<file path="src/rtl/ex_stage.sv">
// ex_stage: execute stage of the 5-stage core.
//
// Takes the decoded instruction bus from ID, computes the ALU, branch and jump results
// and holds one instruction in a registered EX/MEM output with valid/ready backpressure.
//
// Optional feature: define EX_MUL_EN to build the iterative radix-2 RV32M multiplier.
// Without it, an is_mul instruction completes in one cycle flagged illegal.
//
// Ports:
//   clk, rst               clock (rising edge), asynchronous active-high reset
//   id_bus_i, id_valid_i   decoded instruction and its valid from ID
//   ex_ready_o             EX accepts this cycle
//   flush_i                kill output register contents and any in-flight multiply
//   mem_ready_i            downstream consumes the output register
//   ex_valid_o             output register holds a valid instruction
//   result_o, store_data_o ALU/link/multiply result, registered rs2_data
//   rd_o, rd_wen_o, pc_o   destination, write enable, PC of the held instruction
//   redirect_o, redirect_pc_o  taken branch/jump and its target
//   illegal_o              unsupported operation in the output register

package core;
   localparam int unsigned DATA_WIDTH = 32;

   typedef enum logic [3:0] {
      AluAdd, AluSub, AluSll, AluSlt, AluSltu, AluXor, AluSrl, AluSra, AluOr, AluAnd, AluPassB
   } alu_op_e;

   typedef enum logic [2:0] {BrNone, BrEq, BrNe, BrLt, BrGe, BrLtu, BrGeu} br_op_e;

   typedef enum logic [1:0] {MulLo, MulH, MulHsu, MulHu} mul_op_e;

   typedef struct packed {
      logic [DATA_WIDTH-1:0] pc;
      logic [DATA_WIDTH-1:0] rs1_data;
      logic [DATA_WIDTH-1:0] rs2_data;
      logic [DATA_WIDTH-1:0] imm;
      logic [4:0]            rd;
      logic                  rd_wen;
      alu_op_e               alu_op;
      logic                  op_a_pc;
      logic                  op_b_imm;
      br_op_e                br_op;
      logic                  is_jal;
      logic                  is_jalr;
      logic                  is_mul;
      mul_op_e               mul_op;
   } pipeline_bus_t;
endpackage

module ex_stage
   import core::*;
(
   input  logic                  clk,
   input  logic                  rst,
   input  pipeline_bus_t         id_bus_i,
   input  logic                  id_valid_i,
   output logic                  ex_ready_o,
   input  logic                  flush_i,
   input  logic                  mem_ready_i,
   output logic                  ex_valid_o,
   output logic [DATA_WIDTH-1:0] result_o,
   output logic [DATA_WIDTH-1:0] store_data_o,
   output logic [4:0]            rd_o,
   output logic                  rd_wen_o,
   output logic [DATA_WIDTH-1:0] pc_o,
   output logic                  redirect_o,
   output logic [DATA_WIDTH-1:0] redirect_pc_o,
   output logic                  illegal_o
);

   logic [31:0] op_a, op_b, alu_res, target;
   logic        alu_illegal, br_illegal, br_taken;
   logic [31:0] ins_result;
   logic        ins_rd_wen, ins_redirect, ins_illegal;
   logic        out_free, accept, start_mul, load_ins, load_mul, mul_idle, mul_done;
   logic [31:0] mul_res, mul_pc, mul_store;
   logic [4:0]  mul_rd;
   logic        mul_rd_wen;

   logic        valid_q, valid_d, redirect_q, redirect_d, illegal_q, illegal_d;
   logic        rd_wen_q, rd_wen_d;
   logic [4:0]  rd_q, rd_d;
   logic [31:0] result_q, result_d, store_q, store_d, pc_q, pc_d, rpc_q, rpc_d;

   // Single-cycle datapath
   always_comb begin
      op_a        = id_bus_i.op_a_pc ? id_bus_i.pc : id_bus_i.rs1_data;
      op_b        = id_bus_i.op_b_imm ? id_bus_i.imm : id_bus_i.rs2_data;
      alu_illegal = 1'b0;
      case (id_bus_i.alu_op)
         AluAdd:   alu_res = op_a + op_b;
         AluSub:   alu_res = op_a - op_b;
         AluSll:   alu_res = op_a << op_b[4:0];
         AluSlt:   alu_res = {31'b0, $signed(op_a) < $signed(op_b)};
         AluSltu:  alu_res = {31'b0, op_a < op_b};
         AluXor:   alu_res = op_a ^ op_b;
         AluSrl:   alu_res = op_a >> op_b[4:0];
         AluSra:   alu_res = $signed(op_a) >>> op_b[4:0];
         AluOr:    alu_res = op_a | op_b;
         AluAnd:   alu_res = op_a & op_b;
         AluPassB: alu_res = op_b;
         default: begin
            alu_res     = '0;
            alu_illegal = 1'b1;
         end
      endcase

      br_illegal = 1'b0;
      case (id_bus_i.br_op)
         BrNone: br_taken = 1'b0;
         BrEq:   br_taken = id_bus_i.rs1_data == id_bus_i.rs2_data;
         BrNe:   br_taken = id_bus_i.rs1_data != id_bus_i.rs2_data;
         BrLt:   br_taken = $signed(id_bus_i.rs1_data) < $signed(id_bus_i.rs2_data);
         BrGe:   br_taken = $signed(id_bus_i.rs1_data) >= $signed(id_bus_i.rs2_data);
         BrLtu:  br_taken = id_bus_i.rs1_data < id_bus_i.rs2_data;
         BrGeu:  br_taken = id_bus_i.rs1_data >= id_bus_i.rs2_data;
         default: begin
            br_taken   = 1'b0;
            br_illegal = 1'b1;
         end
      endcase

      target = id_bus_i.is_jalr ? ((id_bus_i.rs1_data + id_bus_i.imm) & ~32'd1)
                                : id_bus_i.pc + id_bus_i.imm;

      ins_result   = alu_res;
      ins_rd_wen   = id_bus_i.rd_wen;
      ins_redirect = br_taken;
      ins_illegal  = 1'b0;
      // With the multiplier built in, is_mul never takes the single-cycle load path
      if (id_bus_i.is_mul || (!id_bus_i.is_jal && !id_bus_i.is_jalr &&
                              (alu_illegal || br_illegal))) begin
         ins_result   = '0;
         ins_rd_wen   = 1'b0;
         ins_redirect = 1'b0;
         ins_illegal  = 1'b1;
      end else if (id_bus_i.is_jal || id_bus_i.is_jalr) begin
         ins_result   = id_bus_i.pc + 32'd4;
         ins_redirect = 1'b1;
      end
   end

   assign out_free   = !valid_q || mem_ready_i;
   assign ex_ready_o = mul_idle && out_free;
   // The instruction behind a draining redirect is wrong-path: swallow it without capture
   assign accept     = id_valid_i && ex_ready_o && !(redirect_q && mem_ready_i);
   assign load_ins   = accept && !start_mul;
   assign load_mul   = mul_done && out_free;

`ifdef EX_MUL_EN
   typedef enum logic [1:0] {StIdle, StBusy, StDone} mul_state_e;

   mul_state_e  state_q, state_d;
   logic [5:0]  cnt_q, cnt_d;
   logic [63:0] prod_q, prod_d, prod_fix;
   logic [31:0] mcand_q, mcand_d, m_pc_q, m_pc_d, m_store_q, m_store_d;
   logic [4:0]  m_rd_q, m_rd_d;
   logic        m_rd_wen_q, m_rd_wen_d, neg_q, neg_d, hi_q, hi_d, sign_a, sign_b;
   logic [32:0] add_sum;

   assign start_mul = accept && id_bus_i.is_mul;
   assign mul_idle  = state_q == StIdle;
   assign mul_done  = state_q == StDone;

   // prod_q holds {partial high, remaining multiplier bits}; one bit retires per cycle
   assign add_sum  = {1'b0, prod_q[63:32]} + (prod_q[0] ? {1'b0, mcand_q} : 33'd0);
   assign prod_fix = neg_q ? -prod_q : prod_q;

   always_comb begin
      state_d    = state_q;
      cnt_d      = cnt_q;
      prod_d     = prod_q;
      mcand_d    = mcand_q;
      neg_d      = neg_q;
      hi_d       = hi_q;
      m_pc_d     = m_pc_q;
      m_store_d  = m_store_q;
      m_rd_d     = m_rd_q;
      m_rd_wen_d = m_rd_wen_q;
      sign_a     = (id_bus_i.mul_op == MulH || id_bus_i.mul_op == MulHsu) &&
                   id_bus_i.rs1_data[31];
      sign_b     = (id_bus_i.mul_op == MulH) && id_bus_i.rs2_data[31];
      unique case (state_q)
         StIdle: begin
            if (start_mul) begin
               state_d    = StBusy;
               cnt_d      = '0;
               mcand_d    = sign_a ? -id_bus_i.rs1_data : id_bus_i.rs1_data;
               prod_d     = {32'b0, sign_b ? -id_bus_i.rs2_data : id_bus_i.rs2_data};
               neg_d      = sign_a ^ sign_b;
               hi_d       = id_bus_i.mul_op != MulLo;
               m_pc_d     = id_bus_i.pc;
               m_store_d  = id_bus_i.rs2_data;
               m_rd_d     = id_bus_i.rd;
               m_rd_wen_d = id_bus_i.rd_wen;
            end
         end
         StBusy: begin
            prod_d = {add_sum, prod_q[31:1]};
            cnt_d  = cnt_q + 6'd1;
            if (cnt_q == 6'd31) state_d = StDone;
         end
         StDone: begin
            if (out_free) state_d = StIdle;
         end
         default: state_d = StIdle;
      endcase
      if (flush_i) state_d = StIdle;
   end

   always_ff @(posedge clk or posedge rst) begin
      if (rst) begin
         state_q    <= StIdle;
         cnt_q      <= '0;
         prod_q     <= '0;
         mcand_q    <= '0;
         neg_q      <= 1'b0;
         hi_q       <= 1'b0;
         m_pc_q     <= '0;
         m_store_q  <= '0;
         m_rd_q     <= '0;
         m_rd_wen_q <= 1'b0;
      end else begin
         state_q    <= state_d;
         cnt_q      <= cnt_d;
         prod_q     <= prod_d;
         mcand_q    <= mcand_d;
         neg_q      <= neg_d;
         hi_q       <= hi_d;
         m_pc_q     <= m_pc_d;
         m_store_q  <= m_store_d;
         m_rd_q     <= m_rd_d;
         m_rd_wen_q <= m_rd_wen_d;
      end
   end

   assign mul_res    = hi_q ? prod_fix[63:32] : prod_fix[31:0];
   assign mul_pc     = m_pc_q;
   assign mul_store  = m_store_q;
   assign mul_rd     = m_rd_q;
   assign mul_rd_wen = m_rd_wen_q;
`else
   logic unused_mul_op;

   assign unused_mul_op = ^id_bus_i.mul_op;
   assign start_mul     = 1'b0;
   assign mul_idle      = 1'b1;
   assign mul_done      = 1'b0;
   assign mul_res       = '0;
   assign mul_pc        = '0;
   assign mul_store     = '0;
   assign mul_rd        = '0;
   assign mul_rd_wen    = 1'b0;
`endif

   // Output register; flush wins over any load
   always_comb begin
      valid_d    = valid_q;
      redirect_d = redirect_q;
      illegal_d  = illegal_q;
      result_d   = result_q;
      store_d    = store_q;
      rd_d       = rd_q;
      rd_wen_d   = rd_wen_q;
      pc_d       = pc_q;
      rpc_d      = rpc_q;
      if (flush_i) begin
         valid_d    = 1'b0;
         redirect_d = 1'b0;
         illegal_d  = 1'b0;
      end else if (load_mul) begin
         valid_d    = 1'b1;
         redirect_d = 1'b0;
         illegal_d  = 1'b0;
         result_d   = mul_res;
         store_d    = mul_store;
         rd_d       = mul_rd;
         rd_wen_d   = mul_rd_wen;
         pc_d       = mul_pc;
         rpc_d      = '0;
      end else if (load_ins) begin
         valid_d    = 1'b1;
         redirect_d = ins_redirect;
         illegal_d  = ins_illegal;
         result_d   = ins_result;
         store_d    = id_bus_i.rs2_data;
         rd_d       = id_bus_i.rd;
         rd_wen_d   = ins_rd_wen;
         pc_d       = id_bus_i.pc;
         rpc_d      = target;
      end else if (valid_q && mem_ready_i) begin
         valid_d    = 1'b0;
         redirect_d = 1'b0;
         illegal_d  = 1'b0;
      end
   end

   always_ff @(posedge clk or posedge rst) begin
      if (rst) begin
         valid_q    <= 1'b0;
         redirect_q <= 1'b0;
         illegal_q  <= 1'b0;
         result_q   <= '0;
         store_q    <= '0;
         rd_q       <= '0;
         rd_wen_q   <= 1'b0;
         pc_q       <= '0;
         rpc_q      <= '0;
      end else begin
         valid_q    <= valid_d;
         redirect_q <= redirect_d;
         illegal_q  <= illegal_d;
         result_q   <= result_d;
         store_q    <= store_d;
         rd_q       <= rd_d;
         rd_wen_q   <= rd_wen_d;
         pc_q       <= pc_d;
         rpc_q      <= rpc_d;
      end
   end

   assign ex_valid_o    = valid_q;
   assign redirect_o    = redirect_q;
   assign illegal_o     = illegal_q;
   assign result_o      = result_q;
   assign store_data_o  = store_q;
   assign rd_o          = rd_q;
   assign rd_wen_o      = rd_wen_q;
   assign pc_o          = pc_q;
   assign redirect_pc_o = rpc_q;

endmodule

</file>
<file path="config.mk">
export PLATFORM = sky130hd
export DESIGN_NAME = ex_stage
export DESIGN_NICKNAME = d
export VERILOG_FILES = /design/src/rtl/ex_stage.sv
export SDC_FILE = /design/constraint.sdc
export NUM_CORES = 1
export LEC_CHECK = 0
export BUFFER_PORTS_ARGS = -buffer_cell sky130_fd_sc_hd__clkbuf_2
export CAP_MARGIN = 30
export CELL_PAD_IN_SITES_DETAIL_PLACEMENT = 1
export CELL_PAD_IN_SITES_GLOBAL_PLACEMENT = 1
export CORE_MARGIN = 2
export CORE_UTILIZATION = 43
export DETAILED_ROUTE_END_ITERATION = 10
export GPL_ROUTABILITY_DRIVEN = 0
export MAX_ROUTING_LAYER = met4
export PLACE_DENSITY = 0.82
export SYNTH_ARGS = -nofsm -noshare
export SYNTH_HDL_FRONTEND = slang
export SYNTH_SLANG_ARGS = --single-unit
</file>
<file path="constraint.sdc">
create_clock -name clk -period 6.3 [get_ports clk]
set_input_delay 1.575 -clock clk [delete_from_list [all_inputs] [get_ports clk]]
set_output_delay 1.575 -clock clk [all_outputs]
set_load 0.05 [all_outputs]
</file>
==> flow_metrics.env <==
export IMPL_status="finished clean"
export IMPL_post_dp_hpwl_um=72800
export IMPL_finalNonFillerCells=3523
export IMPL_io_pins=291
export IMPL_antenna_found_initial=7
export IMPL_synth_compound_area_share_pct=29.86
export IMPL_worstReg2RegStart="ex_valid_o"
export IMPL_syn_inst=2689
export IMPL_port_buffers=288
export IMPL_cp_cell_sequence="clkbuf_2 -> buf_12 -> mux2i_2 -> ha_1 -> nor3_1 -> nand2_1 -> nor3_1 -> nor2_1 -> a21oi_1 -> a211oi_1 -> o31ai_1 -> and2_1 -> o2111ai_1 -> a311oi_1"
export IMPL_nets=3251
export IMPL_syn_cell_area_sq_um=19530
export IMPL_cp_required_ns=6.68
export IMPL_start_kind="primary input"
export IMPL_cts_buffer_depth=2
export IMPL_synth_simple_area_share_pct=20.37
export IMPL_rsz0062_at_grt="false"
export IMPL_synth_edf_count=0
export IMPL_crit_top_cell="nor3_1"
export IMPL_irDropWorstVdd_mv=0.2018
export IMPL_cp_end_kind="flip-flop"
export IMPL_die_x_um=217.1
export IMPL_grt_pass1_wl_um=142200
export IMPL_yosys_area_top_type="dfrtp_1"
export IMPL_powerDensity_nw_per_um2=227.8
export IMPL_cp_arrival_ns=6.06
export IMPL_slew_headroom_pct=35.24
export IMPL_start_util_pct=43.32
export IMPL_syn_area_per_cell_sq_um=7.263
export IMPL_cts_made_buffers=17
export IMPL_synth_top_cell_area_share_pct=17.55
export IMPL_fp_coreArea_sq_um=45090
export IMPL_maxSlewViolCount=0
export IMPL_cts_setup_buffers=0
export IMPL_whs_path_depth=2
export IMPL_cts_tree="built"
export IMPL_track_usage_pct=40.26
export IMPL_reg2regPathDepth=11
export IMPL_clkSlewWorstSetupHoldPaths_ns=0.07
export IMPL_yosys_warnings=0
export IMPL_setup_viol=0
export IMPL_nFillCells=5840
export IMPL_final_layout_size_suffix_gt1_share_pct=16.29
export IMPL_ys_seq_area_share_pct=17.55
export IMPL_hold_viol=0
export IMPL_drtAntennaViolNets=0
export IMPL_hold_buffers=0
export IMPL_tightest_slew_ns=0.9704
export IMPL_cp_slowest_cell="o31ai_1"
export IMPL_grt_pass1_vias=24010
export IMPL_ctsHtreeMaxLevel=4
export IMPL_viasPerCell=6.683
export IMPL_ys_dominant_reg_cell="dfrtp_1"
export IMPL_max_stage_delay_ns=0.80
export IMPL_r2r_end="result_o[27]"
export IMPL_die_h_um=217.1
export IMPL_drc=0
export IMPL_power_uw=5072
export IMPL_hold_path_end="rd_o[0]"
export IMPL_drt_iter0_markers=2582
export IMPL_first_pass_iters=7
export IMPL_placed_cells=3483
export IMPL_routed_wl_um=94120
export IMPL_clock_sinks=137
export IMPL_syn_num_nets=3037
export IMPL_clkLatencyLatePin_ns=0.47
export IMPL_cts_resized_gates=0
export IMPL_tns_ns=0
export IMPL_rows=78
export IMPL_min_period_over_period_pct=90.28
export IMPL_min_period_ns=5.687
export IMPL_synth_top_family_by_area="compound AO/OA/AOI/OAI gates"
export IMPL_crit_type="in2reg"
export IMPL_globalRouteOverflowTotal=0
export IMPL_ff2ff_setup_slack_ns=2.95
export IMPL_wl_per_cell_um=26.72
export IMPL_cellLeakagePower_uw=0.01050
export IMPL_synth_cell_types=88
export IMPL_ys_seq_elements=137
export IMPL_fmax_ghz=0.1758
export IMPL_min_from="rd_o[0]"
export IMPL_root_buffer="clkbuf_16"
export IMPL_grt_max_degree=192
export IMPL_async_flop_share_pct=100.0
export IMPL_area_growth_pct=14.00
export IMPL_synthAdderAreaFrac_pct=12.65
export IMPL_synth_area_leaders="dfrtp_1 18%, ha_1 12%, nand2_1 7.6%"
export IMPL_finClkSkew_ns=0.007203
export IMPL_synthMuxAreaShare_pct=9.263
export IMPL_hp_class="reg2reg"
export IMPL_vias=23544
export IMPL_die_area_sq_um=47140
export IMPL_max_cap_violations=0
export IMPL_synth_xor_area_share_pct=3.677
export IMPL_crit_path_max_fanout=31
metrics by stage:
step           setup WS (ns)  area [sq um]  utilization [%]  hold WS (ns)
5_1_grt               0.4165         22270            49.38        0.5098
3_3_place_gp          0.5123         21610            47.92        0.4559
4_1_cts               0.8516         22220            49.28        0.4829
6_report              0.6126         22270            49.38        0.4776
3_5_place_dp          0.3900         21630            47.98        0.4680
2_1_floorplan         0.5639         19530                -        0.7441
worst max-delay path, delay by kind of cell:
family,cells,cell delay [ns]
compound gates,5,2.20
fa+ha+maj,1,0.42
simple gates,5,0.98
buf+inv,2,0.41
mux,1,0.48
cell type report:
cell class | count | area, sq um | share of cell area, %
multi-input cells | 2232 | 14850 | 66.71
diodes | 7 | 17.52 | 0.07867
clock inverters | 12 | 141.4 | 0.6350
flip-flops and latches | 137 | 3428 | 15.40
clock buffers | 20 | 446.7 | 2.006
repair buffers | 361 | 2046 | 9.187
well taps | 600 | 750.7 | 3.372
inverters | 154 | 583.1 | 2.619
metal layers:
layer	GRT usage, %	part of all wire [%]	vias up
li1	-	-	10224
met1	47.64	39	11459
met2	62.14	44	1426
met3	8.498	9.3	435
met4	25.82	7.7	0
met5	-	0	-
registers in the layout, indices dropped and copies added (netlist names), 5 cells and up:
name	flops
rd_o	5
pc_o	32
store_data_o	32
redirect_pc_o	32
result_o	32
cells in the mapped netlist (all sizes together) (17+ instances only):
| cell | n |
|---|---|
| nand2b | 18 |
| mux2i | 148 |
| nand2 | 397 |
| o221ai | 17 |
| nand3 | 53 |
| o2111ai | 17 |
| nor2b | 27 |
| o211ai | 35 |
| xnor2 | 46 |
| o22ai | 21 |
| and3 | 20 |
| xor2 | 36 |
| inv | 154 |
| clkbuf | 112 |
| a211oi | 47 |
| a21oi | 233 |
| nand4 | 24 |
| nor2 | 221 |
| buf | 54 |
| a31oi | 35 |
| dfrtp | 137 |
| a221oi | 23 |
| o21ai | 225 |
| a21o | 52 |
| nor3 | 49 |
| o21bai | 26 |
| ha | 191 |
power breakdown:
part | leakage [uW] | total, uW | switching (uW) | internal [uW]
registers | 0.00172 | 1160 | 119 | 1050
logic | 0.00850 | 2850 | 2040 | 811
clock network | 0.000275 | 1060 | 462 | 597
worst max path at each step:
stage                      from      endpoint  slack, ns  cells after the start
finish              id_bus_i[9]  result_o[29]       0.61                     14
global route        id_bus_i[9]  result_o[29]       0.42                     14
CTS                 id_bus_i[9]  result_o[29]       0.85                     14
detailed placement  id_bus_i[8]  result_o[23]       0.39                     16
global placement    id_bus_i[9]   result_o[0]       0.51                     14
floorplan           id_bus_i[8]  result_o[26]       0.56                     19
logic make-up (layout without fill, tap and decap cells):
group | Yosys count | in the layout
AOI/OAI and AO/OA | 898 | 898
xor gates and xnor gates | 82 | 82
adders and majority gates | 195 | 195
buffers and inverters | 320 | 547
DFF | 137 | 137
muxes | 165 | 165
other | 0 | 7
and+or+nand+nor | 892 | 892
cells in the final DEF, fill, tap and decap left out, types with 17 or more instances in the layout:
cell,n
dfrtp_1,137
nor2_1,218
a221oi_1,23
inv_1,143
o21bai_1,26
o22ai_1,20
nand2_1,396
o21ai_0,216
o211ai_1,35
o221ai_1,17
mux2i_1,124
mux2i_2,18
nand4_1,24
a21o_1,52
a21oi_1,232
nand3_1,53
xor2_1,36
nand2b_1,18
a31oi_1,35
nor2b_1,27
and3_1,20
nor3_1,48
clkbuf_2,288
a211oi_1,46
ha_1,191
clkbuf_16,17
o2111ai_1,17
buf_4,68
xnor2_1,46
Note: power is estimated with default switching activity, not from simulation.
